$ cat config.mk
export PLATFORM = sky130hd
export DESIGN_NAME = sram_like_axi_bridge
export DESIGN_NICKNAME = d
export VERILOG_FILES = /design/src/rtl/sram_like_axi_bridge.sv
export SDC_FILE = /design/constraint.sdc
export NUM_CORES = 1
export LEC_CHECK = 0
export ABC_AREA = 0
export BUFFER_PORTS_ARGS = -buffer_cell sky130_fd_sc_hd__buf_2
export CAP_MARGIN = 40
export CORE_AREA = 2 2 156 158
export CTS_CLUSTER_SIZE = 16
export DETAILED_ROUTE_END_ITERATION = 12
export DIE_AREA = 0 0 158 160
export PLACE_DENSITY = 0.63
export SETUP_SLACK_MARGIN = 0.5
export SLEW_MARGIN = 20
export SYNTH_ARGS = -nofsm -noshare
export SYNTH_HDL_FRONTEND = slang
export SYNTH_SLANG_ARGS = --single-unit
$ cat constraint.sdc
create_clock -name clk_i -period 1.8 [get_ports clk_i]
set_input_delay 0.18 -clock clk_i [delete_from_list [all_inputs] [get_ports clk_i]]
set_output_delay 0.18 -clock clk_i [all_outputs]
set_load 0.02 [all_outputs]
$ cat src/rtl/sram_like_axi_bridge.sv
// sram_like_axi_bridge: merges the instruction and data SRAM-like ports onto a
// single AXI4 master with one outstanding single-beat transaction. The data
// port has fixed priority over the instruction port.
// Optional feature macro: BRIDGE_WRITE_RESP_WAIT_EN. When defined, a write's
// data_ok waits for the B response; otherwise it pulses once AW and W are done.
module sram_like_axi_bridge #(
  parameter logic [3:0] AXI_ID_INST = 4'd0,
  parameter logic [3:0] AXI_ID_DATA = 4'd1
) (
  input  logic        clk_i,
  input  logic        rst_i,
  input  logic        inst_req_i,
  input  logic        inst_wr_i,
  input  logic [1:0]  inst_size_i,
  input  logic [31:0] inst_addr_i,
  input  logic [31:0] inst_wdata_i,
  output logic        inst_addr_ok_o,
  output logic        inst_data_ok_o,
  output logic [31:0] inst_rdata_o,
  input  logic        data_req_i,
  input  logic        data_wr_i,
  input  logic [1:0]  data_size_i,
  input  logic [31:0] data_addr_i,
  input  logic [31:0] data_wdata_i,
  output logic        data_addr_ok_o,
  output logic        data_data_ok_o,
  output logic [31:0] data_rdata_o,
  output logic [3:0]  arid_o,
  output logic [31:0] araddr_o,
  output logic [7:0]  arlen_o,
  output logic [2:0]  arsize_o,
  output logic [1:0]  arburst_o,
  output logic        arvalid_o,
  input  logic        arready_i,
  input  logic [3:0]  rid_i,
  input  logic [31:0] rdata_i,
  input  logic [1:0]  rresp_i,
  input  logic        rlast_i,
  input  logic        rvalid_i,
  output logic        rready_o,
  output logic [3:0]  awid_o,
  output logic [31:0] awaddr_o,
  output logic [7:0]  awlen_o,
  output logic [2:0]  awsize_o,
  output logic [1:0]  awburst_o,
  output logic        awvalid_o,
  input  logic        awready_i,
  output logic [31:0] wdata_o,
  output logic [3:0]  wstrb_o,
  output logic        wlast_o,
  output logic        wvalid_o,
  input  logic        wready_i,
  input  logic [3:0]  bid_i,
  input  logic [1:0]  bresp_i,
  input  logic        bvalid_i,
  output logic        bready_o
);

  localparam int unsigned AW = 32;
  localparam int unsigned DW = 32;

  typedef enum logic [2:0] {
    S_IDLE, S_RD_ADDR, S_RD_DATA, S_WR_REQ, S_WR_RESP
  } state_e;

  state_e          state_q, state_d;
  logic            owner_q, owner_d;          // 1 = data port owns the transaction
  logic [1:0]      size_q, size_d;
  logic [AW-1:0]   addr_q, addr_d;
  logic [DW-1:0]   wdata_q, wdata_d;
  logic            aw_done_q, aw_done_d;
  logic            w_done_q, w_done_d;
  logic [DW-1:0]   inst_rdata_q, inst_rdata_d;
  logic [DW-1:0]   data_rdata_q, data_rdata_d;
  logic            rd_done, wr_done, aw_fin, w_fin;
  logic [2:0]      axsize;
  logic            unused_ok;

  // Response ID/status fields carry no information this bridge acts on.
  assign unused_ok = ^{rid_i, rresp_i, rlast_i, bid_i, bresp_i};

  // State and latched request fields.
  always_ff @(posedge clk_i) begin
    if (rst_i) begin
      state_q      <= S_IDLE;
      owner_q      <= 1'b0;
      size_q       <= 2'd0;
      addr_q       <= '0;
      wdata_q      <= '0;
      aw_done_q    <= 1'b0;
      w_done_q     <= 1'b0;
      inst_rdata_q <= '0;
      data_rdata_q <= '0;
    end else begin
      state_q      <= state_d;
      owner_q      <= owner_d;
      size_q       <= size_d;
      addr_q       <= addr_d;
      wdata_q      <= wdata_d;
      aw_done_q    <= aw_done_d;
      w_done_q     <= w_done_d;
      inst_rdata_q <= inst_rdata_d;
      data_rdata_q <= data_rdata_d;
    end
  end

  // Next-state, grant and handshake control.
  always_comb begin
    state_d        = state_q;
    owner_d        = owner_q;
    size_d         = size_q;
    addr_d         = addr_q;
    wdata_d        = wdata_q;
    aw_done_d      = aw_done_q;
    w_done_d       = w_done_q;
    inst_rdata_d   = inst_rdata_q;
    data_rdata_d   = data_rdata_q;
    inst_addr_ok_o = 1'b0;
    data_addr_ok_o = 1'b0;
    arvalid_o      = 1'b0;
    rready_o       = 1'b0;
    awvalid_o      = 1'b0;
    wvalid_o       = 1'b0;
    bready_o       = 1'b0;
    rd_done        = 1'b0;
    wr_done        = 1'b0;
    aw_fin         = 1'b0;
    w_fin          = 1'b0;
    unique case (state_q)
      S_IDLE: begin
        if (!rst_i && data_req_i) begin
          data_addr_ok_o = 1'b1;
          owner_d        = 1'b1;
          size_d         = data_size_i;
          addr_d         = data_addr_i;
          wdata_d        = data_wdata_i;
          state_d        = data_wr_i ? S_WR_REQ : S_RD_ADDR;
        end else if (!rst_i && inst_req_i) begin
          inst_addr_ok_o = 1'b1;
          owner_d        = 1'b0;
          size_d         = inst_size_i;
          addr_d         = inst_addr_i;
          wdata_d        = inst_wdata_i;
          state_d        = inst_wr_i ? S_WR_REQ : S_RD_ADDR;
        end
      end
      S_RD_ADDR: begin
        arvalid_o = 1'b1;
        if (arready_i) state_d = S_RD_DATA;
      end
      S_RD_DATA: begin
        rready_o = 1'b1;
        if (rvalid_i) begin
          rd_done = !rst_i;
          state_d = S_IDLE;
          if (owner_q) data_rdata_d = rdata_i;
          else         inst_rdata_d = rdata_i;
        end
      end
      S_WR_REQ: begin
        awvalid_o = !aw_done_q;
        wvalid_o  = !w_done_q;
        aw_fin    = aw_done_q | awready_i;
        w_fin     = w_done_q | wready_i;
        aw_done_d = aw_fin;
        w_done_d  = w_fin;
        if (aw_fin && w_fin) begin
          state_d   = S_WR_RESP;
          aw_done_d = 1'b0;
          w_done_d  = 1'b0;
`ifndef BRIDGE_WRITE_RESP_WAIT_EN
          wr_done   = !rst_i;
`endif
        end
      end
      S_WR_RESP: begin
        bready_o = 1'b1;
        if (bvalid_i) begin
          state_d = S_IDLE;
`ifdef BRIDGE_WRITE_RESP_WAIT_EN
          wr_done = !rst_i;
`endif
        end
      end
      default: state_d = S_IDLE;
    endcase
  end

  // Completion pulses; read data bypasses the holding register on the pulse.
  assign inst_data_ok_o = (rd_done | wr_done) & !owner_q;
  assign data_data_ok_o = (rd_done | wr_done) & owner_q;
  assign inst_rdata_o   = (rd_done && !owner_q) ? rdata_i : inst_rdata_q;
  assign data_rdata_o   = (rd_done && owner_q)  ? rdata_i : data_rdata_q;

  // Fixed single-beat INCR fields driven from the latched request.
  assign axsize    = (size_q == 2'd3) ? 3'b010 : {1'b0, size_q};
  assign arid_o    = owner_q ? AXI_ID_DATA : AXI_ID_INST;
  assign awid_o    = owner_q ? AXI_ID_DATA : AXI_ID_INST;
  assign araddr_o  = addr_q;
  assign awaddr_o  = addr_q;
  assign arsize_o  = axsize;
  assign awsize_o  = axsize;
  assign arlen_o   = 8'd0;
  assign awlen_o   = 8'd0;
  assign arburst_o = 2'b01;
  assign awburst_o = 2'b01;
  assign wdata_o   = wdata_q;
  assign wlast_o   = 1'b1;

  // Byte strobes from size and low address bits.
  always_comb begin
    unique case (size_q)
      2'd0:    wstrb_o = 4'b0001 << addr_q[1:0];
      2'd1:    wstrb_o = 4'b0011 << {addr_q[1], 1'b0};
      default: wstrb_o = 4'b1111;
    endcase
  end

endmodule
==> results of run 1 <==
[cell families after synthesis]
family / Yosys count / synth area share
flops: 136 / 0.393
simple gates: 29 / 0.0300
compound gates: 217 / 0.250
buf+inv: 133 / 0.125
other cells: 2 / 0.00108
mux: 131 / 0.201
[final timing paths]
path	from	end	slack [ns]	cells after the start
setup / recovery	state_q[2]	data_rdata_o[25]	-0.48	6
hold / removal	rdata_i[20]	data_rdata_q[20]	0.03	2
setup reg to reg	state_q[2]	araddr_o[6]	-0.11	10
hold reg to reg	data_rdata_q[17]	data_rdata_q[17]	0.48	1
[through the flow]
step                cell area (um^2)  worst slack (ns)  hold WS, ns  cells  setup TNS [ns]
finish                         11100            -0.482       0.0270   1347          -32.52
global route                   11100            -0.555      0.00895   1347          -44.67
CTS                            10900            -0.501      0.00413   1337          -31.90
detailed placement              9220           -0.0739        0.444   1260           -3.19
global placement                9210           -0.0595        0.439   1259           -2.98
floorplan                       7480            0.0761        0.313    675               0
[registers in the layout, summed over array words and instances (netlist names)]
signal / flops
aw_done_q: 1
owner_q: 1
data_rdata_q: 32
state_q: 3
w_done_q: 1
inst_rdata_q: 32
araddr_o: 32
size_q: 2
wdata_o: 32
[layout make-up]
type | instances | area share
clock buffer | 17 | 0.0382
clock inverter | 15 | 0.0165
inverter | 4 | 0.00135
multi-input combinational | 406 | 0.351
sequential | 136 | 0.246
tap | 324 | 0.0364
timing repair buffer | 445 | 0.311
[worst reg2reg max path, stage by stage (launching register included)]
cell      delay, ns
dfxtp_2        0.31
buf_4          0.17
nor4_4         0.28
buf_4          0.18
buf_4          0.11
buf_6          0.11
and2_4         0.18
buf_12         0.14
buf_12         0.10
buf_12         0.12
a211oi_2       0.06
[timing repair]
item / 4_1_cts / 5_1_grt
endpoints found under the setup margin: 211 / 217
buffers inserted: 33 / 8
pin swaps: 9 / 2
gates cloned: 12 / 2
resized for setup: 127 / 42
hold buffers: 0 / 0
[synthesized netlist by cell type (2+ instances only)]
cell type / n / area [um^2]
mux2_1: 64 / 721
clkbuf_1: 27 / 101
buf_2: 19 / 95.1
buf_6: 10 / 113
inv_1: 4 / 15.0
a22oi_1: 2 / 15.0
o21bai_1: 2 / 15.0
nor2_1: 5 / 18.8
or2_2: 2 / 12.5
conb_1: 2 / 7.51
a22o_1: 64 / 561
a211oi_2: 40 / 500
o22ai_1: 2 / 12.5
a21o_1: 3 / 22.5
nor3_1: 3 / 15.0
mux2i_1: 66 / 661
a211oi_1: 29 / 218
nor3b_1: 2 / 15.0
buf_1: 2 / 7.51
buf_4: 71 / 533
nor3b_2: 2 / 25.0
dfxtp_1: 136 / 2720
and2_1: 4 / 25.0
a21oi_1: 72 / 360
nor2b_1: 3 / 18.8
[placed cells by master (no fill, tap or decap), types with 6 or more instances in the layout]
cell,count
buf_2,291
dfxtp_1,130
a21oi_1,70
mux2i_1,66
a211oi_2,66
a22o_1,64
buf_6,64
mux2_4,60
buf_4,51
conb_1,29
buf_12,24
clkbuf_16,19
buf_16,7
inv_6,6
[power by group through the flow]
stage | clock, uW | sequential (uW) | combinational [uW]
after detailed placement | 0 | 3520 | 2720
final | 3620 | 3460 | 3420
after global placement | 0 | 3510 | 2680
after floorplan | 0 | 3730 | 1780
after global routing | 3880 | 3500 | 3640
after CTS | 3730 | 3460 | 3330
[per-layer routing]
| metal | share of wire | vias to the layer above | global-route usage |
|---|---|---|---|
| met5 | 0 | - | 0 |
| met3 | 0.058 | 14 | 0.0404 |
| li1 | - | 3060 | - |
| met2 | 0.51 | 226 | 0.313 |
| met4 | 0.010 | 0 | 0.0373 |
| met1 | 0.42 | 3055 | 0.215 |
==> out/metrics.cfg, run 1 <==
[outcome]
status=complete, but fails checks
violations=negative setup slack

[clocking]
clock_sinks=136
clock_path_buffers=2
root_buffer=clkbuf_16
cts_tree=done
htree_levels=4
clk_pin_slew_ns=0.07
clock_latency_ns=0.42
cts_buffers=17

[finish]
area_delta_synth_final_pct=60.9
utilization=0.467
multi_input_comb_area_um2=3910
seq_area_um2=2740
num-nets-final=1198
n_antenna_cell=0
drive_above_1_share=0.624
fillCellCount=2240

[timing]
worst_slack_ns=-0.482
max_slew_margin=0.459
hold_viol_final=0
worstMarginPinSlew_ns=0.811
rsz0062_at_grt=yes
finClkSkew_ns=0.0100
period_share=1.27
finalSetupViolCount=134
period_minus_slack_ns=2.28
final_max_slew_viol_count=0
fmax_ghz=0.438

[worst_setup_path]
max_stage_delay_ns=0.34
path_class=register to primary output
crit_chain=and4bb_4 -> nor3b_4 -> buf_12 -> buf_12 -> mux2_4 -> buf_2
worst_setup_path_end_kind=primary output
start_kind=register
cp_max_fo=13
crit_path_frequent_cell=buf_12
cp_top_family=simple AND/OR/NAND/NOR gates
required_ns=1.62
cp_slowest_cell=and4bb_4
arrival_ns=2.10
cp_num_buf_inv=3

[yosys]
synth-async-reset-ratio=0
synth_warnings=0
yosysUniqueCellTypes=37
syn_area_um2=6920
synth_ff_type=dfxtp_1
synth_enable_flop_cells=0
syn_inst=648
avgSynthCellArea_um2=10.7
synth-seq-area-share=0.393
ys_ff_latch=136

[floorplan]
ios=396
die_w_um=158
die_h_um=160
die-area_um2=25300
num_rows=57
core_region_area_um2=23800
start_util=0.291

[power_and_ir_drop]
p_seq_frac=0.330
peakVddDrop_uv=564
p_comb_frac=0.326
total_power_uw=10500
swShare=0.332
p_int_uw=7020
p_sw_uw=3490
power_frac_clock=0.345
power.density_nw_per_um2=944
p_leak_uw=0.00523

[routing]
antenna_left=0
viasPerCell=4.72
drc=0
drtPass1Iterations=4
drt_iter0_markers=189
wire_per_inst_um=17.4
wl_mm=23.4
vias=6355

[grt]
grtUsageTotal=0.176
grt_max_degree=69
grt_overflow=0
grt_first_pass_wirelength_mm=34.6
antenna_found_initial=1
grt_pass1_vias=6260

[placement]
place.gp.congestion=0.778
io_buffers=353
hpwl_mm=15.7

[worst_hold_path]
hold_path.class=primary input to register

[flow_run]
maxCapViolCount=0

Power figures use the tool's default switching activity.
==> inputs of run 2 (changes only) <==
--- a/config.mk
+++ b/config.mk
@@ -13,7 +13,7 @@
 export DETAILED_ROUTE_END_ITERATION = 12
 export DIE_AREA = 0 0 158 160
 export PLACE_DENSITY = 0.63
-export SETUP_SLACK_MARGIN = 0.5
+export SETUP_SLACK_MARGIN = 0.15
 export SLEW_MARGIN = 20
 export SYNTH_ARGS = -nofsm -noshare
 export SYNTH_HDL_FRONTEND = slang
==> run 2 against run 1 <==
The flow still finishes with violations (negative setup slack). Clock power about the same. Total power is 2.4% lower. Critical path depth unchanged. Clock skew rose by 0.0012 ns. Final area is 4.8% lower. Sequential share of layout area grew 1.1 points. Global-route usage decreased by 1.4 points. Combinational power is 7.0% lower. Largest cell class unchanged. Highest routed layer is now met5.
==> out/metrics.cfg, run 2 (synthesized netlist as in run 1, its figures left out) <==
[power_and_ir_drop]
p_leak_uw=0.00505  ; was 0.00523 uW
p_int_uw=6840  ; was 7020 uW
p_seq_frac=0.339  ; was 0.330
swShare=0.333  ; was 0.332
power_frac_clock=0.351  ; was 0.345
peakVddDrop_uv=574  ; was 564 uV
p_sw_uw=3420  ; was 3490 uW
power.density_nw_per_um2=968  ; was 944 nW/um^2
p_comb_frac=0.310  ; was 0.326

[floorplan]
die_h_um=160  ; unchanged
start_util=0.291  ; unchanged
num_rows=57  ; unchanged
die-area_um2=25300  ; unchanged
ios=396  ; unchanged
die_w_um=158  ; unchanged
core_region_area_um2=23800  ; unchanged

[worst_setup_path]
regToRegSetupSlack_ns=-0.01  ; was -0.11 ns
crit_chain=and4bb_4 -> nor3b_4 -> buf_12 -> buf_12 -> mux2_1 -> buf_2  ; was and4bb_4 -> nor3b_4 -> buf_12 -> buf_12 -> mux2_4 -> buf_2
path_depth=6  ; unchanged
cp_max_fo=12  ; was 13
worst_setup_path_end_kind=primary output  ; unchanged
r2r.worst_path.cells=9  ; was 10
cp_slowest_cell=and4bb_4  ; unchanged
r2r_end=wdata_o[25]  ; was araddr_o[6]
arrival_ns=2.09  ; was 2.10 ns
cp_num_buf_inv=3  ; unchanged
crit_path_frequent_cell=buf_12  ; unchanged
start_kind=register  ; unchanged
max_stage_delay_ns=0.34  ; about the same
crit-reg2reg-launch=state_q[1]  ; was state_q[2]
path_class=register to primary output  ; unchanged
cp_top_family=simple AND/OR/NAND/NOR gates  ; unchanged
required_ns=1.62  ; about the same

[routing]
drt_iter0_markers=287  ; was 189
drtPass1Iterations=4  ; unchanged
wire_per_inst_um=16.9  ; was 17.4 um
drc=0  ; unchanged
vias=6185  ; was 6,355
antenna_left=0  ; unchanged
wl_mm=22.5  ; was 23.4 mm
viasPerCell=4.64  ; was 4.72

[placement]
place_area_um2=9110  ; was 9220 um^2
place.gp.congestion=0.760  ; was 0.778
post-place-ws_ns=-0.0470  ; was -0.0739 ns
io_buffers=353  ; unchanged
hpwl_mm=15.5  ; was 15.7 mm

[clocking]
clock_latency_ns=0.42  ; about the same
root_buffer=clkbuf_16  ; unchanged
cts_buffers=17  ; unchanged
clk_pin_slew_ns=0.07  ; about the same
clock_path_buffers=2  ; unchanged
cts_tree=done  ; unchanged
clock_sinks=136  ; unchanged
htree_levels=4  ; unchanged

[grt]
grt_overflow=0  ; unchanged
grt_first_pass_wirelength_mm=31.6  ; was 34.6 mm
grt_pass1_vias=5760  ; was 6,260
antenna_found_initial=1  ; unchanged
grt_max_degree=68  ; was 69
grtUsageTotal=0.162  ; was 0.176

[timing]
finalSetupViolCount=76  ; was 134
fmax_ghz=0.440  ; was 0.438 GHz
worstMarginPinSlew_ns=0.956  ; was 0.811 ns
finalSetupTns_ns=-28.62  ; was -32.52 ns
max_slew_margin=0.362  ; was 0.459
final_max_slew_viol_count=0  ; unchanged
rsz0062_at_grt=yes  ; unchanged
hold_viol_final=0  ; unchanged
period_minus_slack_ns=2.27  ; was 2.28 ns
finClkSkew_ns=0.0112  ; was 0.0100 ns
worst_slack_ns=-0.471  ; was -0.482 ns
period_share=1.26  ; was 1.27

[finish]
final_common_cell=buf_2  ; unchanged
n_antenna_cell=0  ; unchanged
utilization=0.445  ; was 0.467
layout_common_cells=buf_2, dfxtp_1, a21oi_1  ; unchanged
fillCellCount=2321  ; was 2,240
design_area_um2=10600  ; was 11,100 um^2
seq_area_um2=2730  ; was 2740 um^2
multi_input_comb_area_um2=3850  ; was 3910 um^2
area_delta_synth_final_pct=53.1  ; was 60.9%
num-nets-final=1184  ; was 1,198
drive_above_1_share=0.604  ; was 0.624

[flow_run]
maxCapViolCount=0  ; unchanged

[outcome]
violations=negative setup slack  ; unchanged
status=complete, but fails checks  ; unchanged

[worst_hold_path]
hp-start=rdata_i[14]  ; was rdata_i[20]
worstHoldEndpoint=data_rdata_q[14]  ; was data_rdata_q[20]
hold_depth=2  ; unchanged
hold_path.class=primary input to register  ; unchanged

run 2: cell types whose count changed in the layout (fill, tap and decap cells not counted), moves of 5 or more:
cell       delta
clkbuf_16     +5
buf_16        -7
mux2_1        +6
buf_2        +19
buf_12        -8
buf_6        -21
run 2: how the worst max path moves through the flow:
stage	from	slack, ns	end
final	state_q[0]	-0.47	inst_rdata_o[1]
after global routing	state_q[0]	-0.59	data_rdata_o[1]
after CTS	state_q[0]	-0.51	data_rdata_o[31]
after detailed placement	state_q[0]	-0.05	data_rdata_o[24]
after global placement	state_q[0]	-0.03	data_rdata_o[27]
after floorplan	state_q[2]	0.07	data_rdata_o[10]
run 2: power by group through the flow:
stage	sequential, uW	clock, uW	combinational (uW)
final	3480	3600	3180
after global routing	3500	3860	3380
after CTS	3470	3720	2740
after detailed placement	3530	0	2630
after global placement	3530	0	2600
after floorplan	3730	0	1640
run 2: repair_timing:
action | in CTS | in global routing
endpoints found under the setup margin | 71 | 145
pin swaps | 1 | 12
buffers inserted | 6 | 12
hold buffers | 0 | 1
gates resized for setup | 45 | 94
hold endpoints to repair | 0 | 1
cloned | 1 | 9
run 2: area by class of cell:
class	instances	share of cell area
Clock buffer	18	0.0414
Clock inverter	14	0.0153
Inverter	4	0.00142
Multi-Input combinational cell	406	0.363
Sequential cell	136	0.257
Tap cell	324	0.0382
Timing Repair Buffer	431	0.283
run 2: metrics by stage:
step | hold WS [ns] | std cells | power [uW]
4_1_cts | 0.00366 | 1311 | 9940
5_1_grt | 0.000920 | 1333 | 10700
6_report | 0.0344 | 1333 | 10300
3_3_place_gp | 0.447 | 1272 | 6130
3_5_place_dp | 0.448 | 1272 | 6160
2_1_floorplan | 0.313 | 675 | 5360
run 2: per-layer routing:
metal / global-route usage / routed length (um)
met1: 0.207 / 10300
met2: 0.261 / 10500
met3: 0.0513 / 1390
met4: 0.0483 / 300
met5: 0 / 13
==> inputs of run 3 (changes only) <==
--- a/config.mk
+++ b/config.mk
@@ -12,7 +12,7 @@
 export CTS_CLUSTER_SIZE = 16
 export DETAILED_ROUTE_END_ITERATION = 12
 export DIE_AREA = 0 0 158 160
-export PLACE_DENSITY = 0.63
+export PLACE_DENSITY = 0.67
 export SETUP_SLACK_MARGIN = 0.15
 export SLEW_MARGIN = 20
 export SYNTH_ARGS = -nofsm -noshare
==> run 3 against run 2 <==
The flow still finishes with violations (negative setup slack). Sequential power about the same. Wire length up 5.9%. First-iteration DRC count up 3.8%. Final area up 6.1%. Core utilization up 2.7 points. Hold slack about the same. Critical path depth up 1. Largest power group is now combinational logic.
==> out/metrics.cfg, run 3 (synthesized netlist as in run 1, its figures left out) <==
[finish]
stdcell_count=1370  ; was 1,333
design_area_um2=11200  ; was 10,600 um^2
area_delta_synth_final_pct=62.4  ; was 53.1%
final_common_cell=buf_2  ; unchanged
layout_common_cells=buf_2, dfxtp_1, a21oi_1  ; unchanged
drive_above_1_share=0.611  ; was 0.604
num-nets-final=1220  ; was 1,184

[routing]
vias=6467  ; was 6,185
antenna_left=0  ; unchanged
viasPerCell=4.72  ; was 4.64
drtPass1Iterations=4  ; unchanged
wl_mm=23.8  ; was 22.5 mm
drc=0  ; unchanged
drt_iter0_markers=298  ; was 287
wire_per_inst_um=17.4  ; was 16.9 um

[timing]
worst_hold_slack_ns=0.0345  ; was 0.0344 ns
finClkSkew_ns=0.0119  ; was 0.0112 ns
finalSetupViolCount=190  ; was 76
worst_slack_ns=-0.543  ; was -0.471 ns
finalSetupTns_ns=-37.86  ; was -28.62 ns
period_share=1.30  ; was 1.26
fmax_ghz=0.427  ; was 0.440 GHz
hold_viol_final=0  ; unchanged
rsz0062_at_grt=yes  ; unchanged
worstMarginPinSlew_ns=0.715  ; was 0.956 ns
final_max_slew_viol_count=0  ; unchanged
period_minus_slack_ns=2.34  ; was 2.27 ns
max_slew_margin=0.523  ; was 0.362

[worst_setup_path]
worst_setup_path_end_kind=primary output  ; unchanged
path_class=register to primary output  ; unchanged
r2r_end=wdata_o[10]  ; was wdata_o[25]
start_kind=register  ; unchanged
r2r.worst_path.cells=11  ; was 9
regToRegSetupSlack_ns=-0.12  ; was -0.01 ns
required_ns=1.62  ; about the same
cp_max_fo=5  ; was 12
arrival_ns=2.16  ; was 2.09 ns
crit-reg2reg-launch=state_q[0]  ; was state_q[1]

[outcome]
status=complete, but fails checks  ; unchanged
violations=negative setup slack  ; unchanged

[worst_hold_path]
hold_path.class=primary input to register  ; unchanged
hold_depth=2  ; unchanged
hp-start=rdata_i[25]  ; was rdata_i[14]
worstHoldEndpoint=inst_rdata_q[25]  ; was data_rdata_q[14]

[floorplan]
core_region_area_um2=23800  ; unchanged
die_w_um=158  ; unchanged
num_rows=57  ; unchanged
die-area_um2=25300  ; unchanged
ios=396  ; unchanged
start_util=0.291  ; unchanged
die_h_um=160  ; unchanged

[power_and_ir_drop]
peakVddDrop_uv=389  ; was 574 uV
power.density_nw_per_um2=923  ; was 968 nW/um^2
p_leak_uw=0.00533  ; was 0.00505 uW

[flow_run]
maxCapViolCount=0  ; unchanged

[grt]
grt_first_pass_wirelength_mm=33.7  ; was 31.6 mm
grt_overflow=0  ; unchanged
grtUsageTotal=0.171  ; was 0.162
grt_pass1_vias=6125  ; was 5,760
antenna_found_initial=1  ; unchanged
grt_max_degree=71  ; was 68

[clocking]
clock_latency_ns=0.42  ; about the same
clock_path_buffers=2  ; unchanged
cts_tree=done  ; unchanged
cts_buffers=17  ; unchanged
clk_pin_slew_ns=0.07  ; about the same
htree_levels=4  ; unchanged
root_buffer=clkbuf_16  ; unchanged
clock_sinks=136  ; unchanged

[placement]
io_buffers=353  ; unchanged
place_inst=1270  ; was 1,272
post-place-ws_ns=-0.0886  ; was -0.0470 ns
place.gp.congestion=0.774  ; was 0.760
hpwl_mm=15.0  ; was 15.5 mm
place_area_um2=9060  ; was 9110 um^2

-- run 3: metal layers --
layer,wire length [um],GRT usage
met5,7,0
met1,10800,0.228
met3,1310,0.0415
met2,11400,0.276
met4,306,0.0459
-- run 3: critical path, cell delays in order (launching register included) --
cell and delay [ns]:
dfxtp_2 0.32, and4bb_4 0.35, nor3b_4 0.25, buf_6 0.16
buf_12 0.12, buf_12 0.11, mux2_4 0.31, buf_6 0.13
-- run 3: repair_timing --
action,in CTS,in global routing
hold buffers,1,0
gates resized for setup,107,79
endpoints found under the setup margin,137,203
gates cloned,14,7
hold endpoints to repair,1,0
setup buffers,35,10
pin swaps,31,10
-- run 3: area by class of cell --
class / instances / area (um^2)
antenna: 1 / 2.50
clock buffer: 17 / 425
clock inverter: 15 / 131
fill: 2244 / 12600
inverter: 4 / 15.0
multi-input combinational: 406 / 3840
sequential: 136 / 2730
tap: 324 / 405
timing repair buffer: 467 / 3690
-- run 3: how the worst max path moves through the flow --
stage                    start                to  slack (ns)  cells after the start
finish              state_q[2]  data_rdata_o[20]       -0.54                      7
floorplan           state_q[2]  data_rdata_o[10]        0.07                      6
detailed placement  state_q[0]  data_rdata_o[21]       -0.09                      6
global placement    state_q[0]  data_rdata_o[21]       -0.07                      6
global route        state_q[2]  data_rdata_o[20]       -0.63                      7
CTS                 state_q[0]  data_rdata_o[11]       -0.56                      7
-- run 3: where the power goes --
part | switching, uW | internal, uW | total (uW)
clock | 1560 | 1820 | 3380
combinational | 1820 | 1700 | 3520
sequential | 195 | 3280 | 3480
total | 3570 | 6800 | 10400
-- run 3: stage by stage --
step / power, uW / utilization
2_1_floorplan: 5360 / -
3_3_place_gp: 6100 / 0.380
3_5_place_dp: 6130 / 0.380
4_1_cts: 10300 / 0.451
5_1_grt: 10800 / 0.472
6_report: 10400 / 0.472
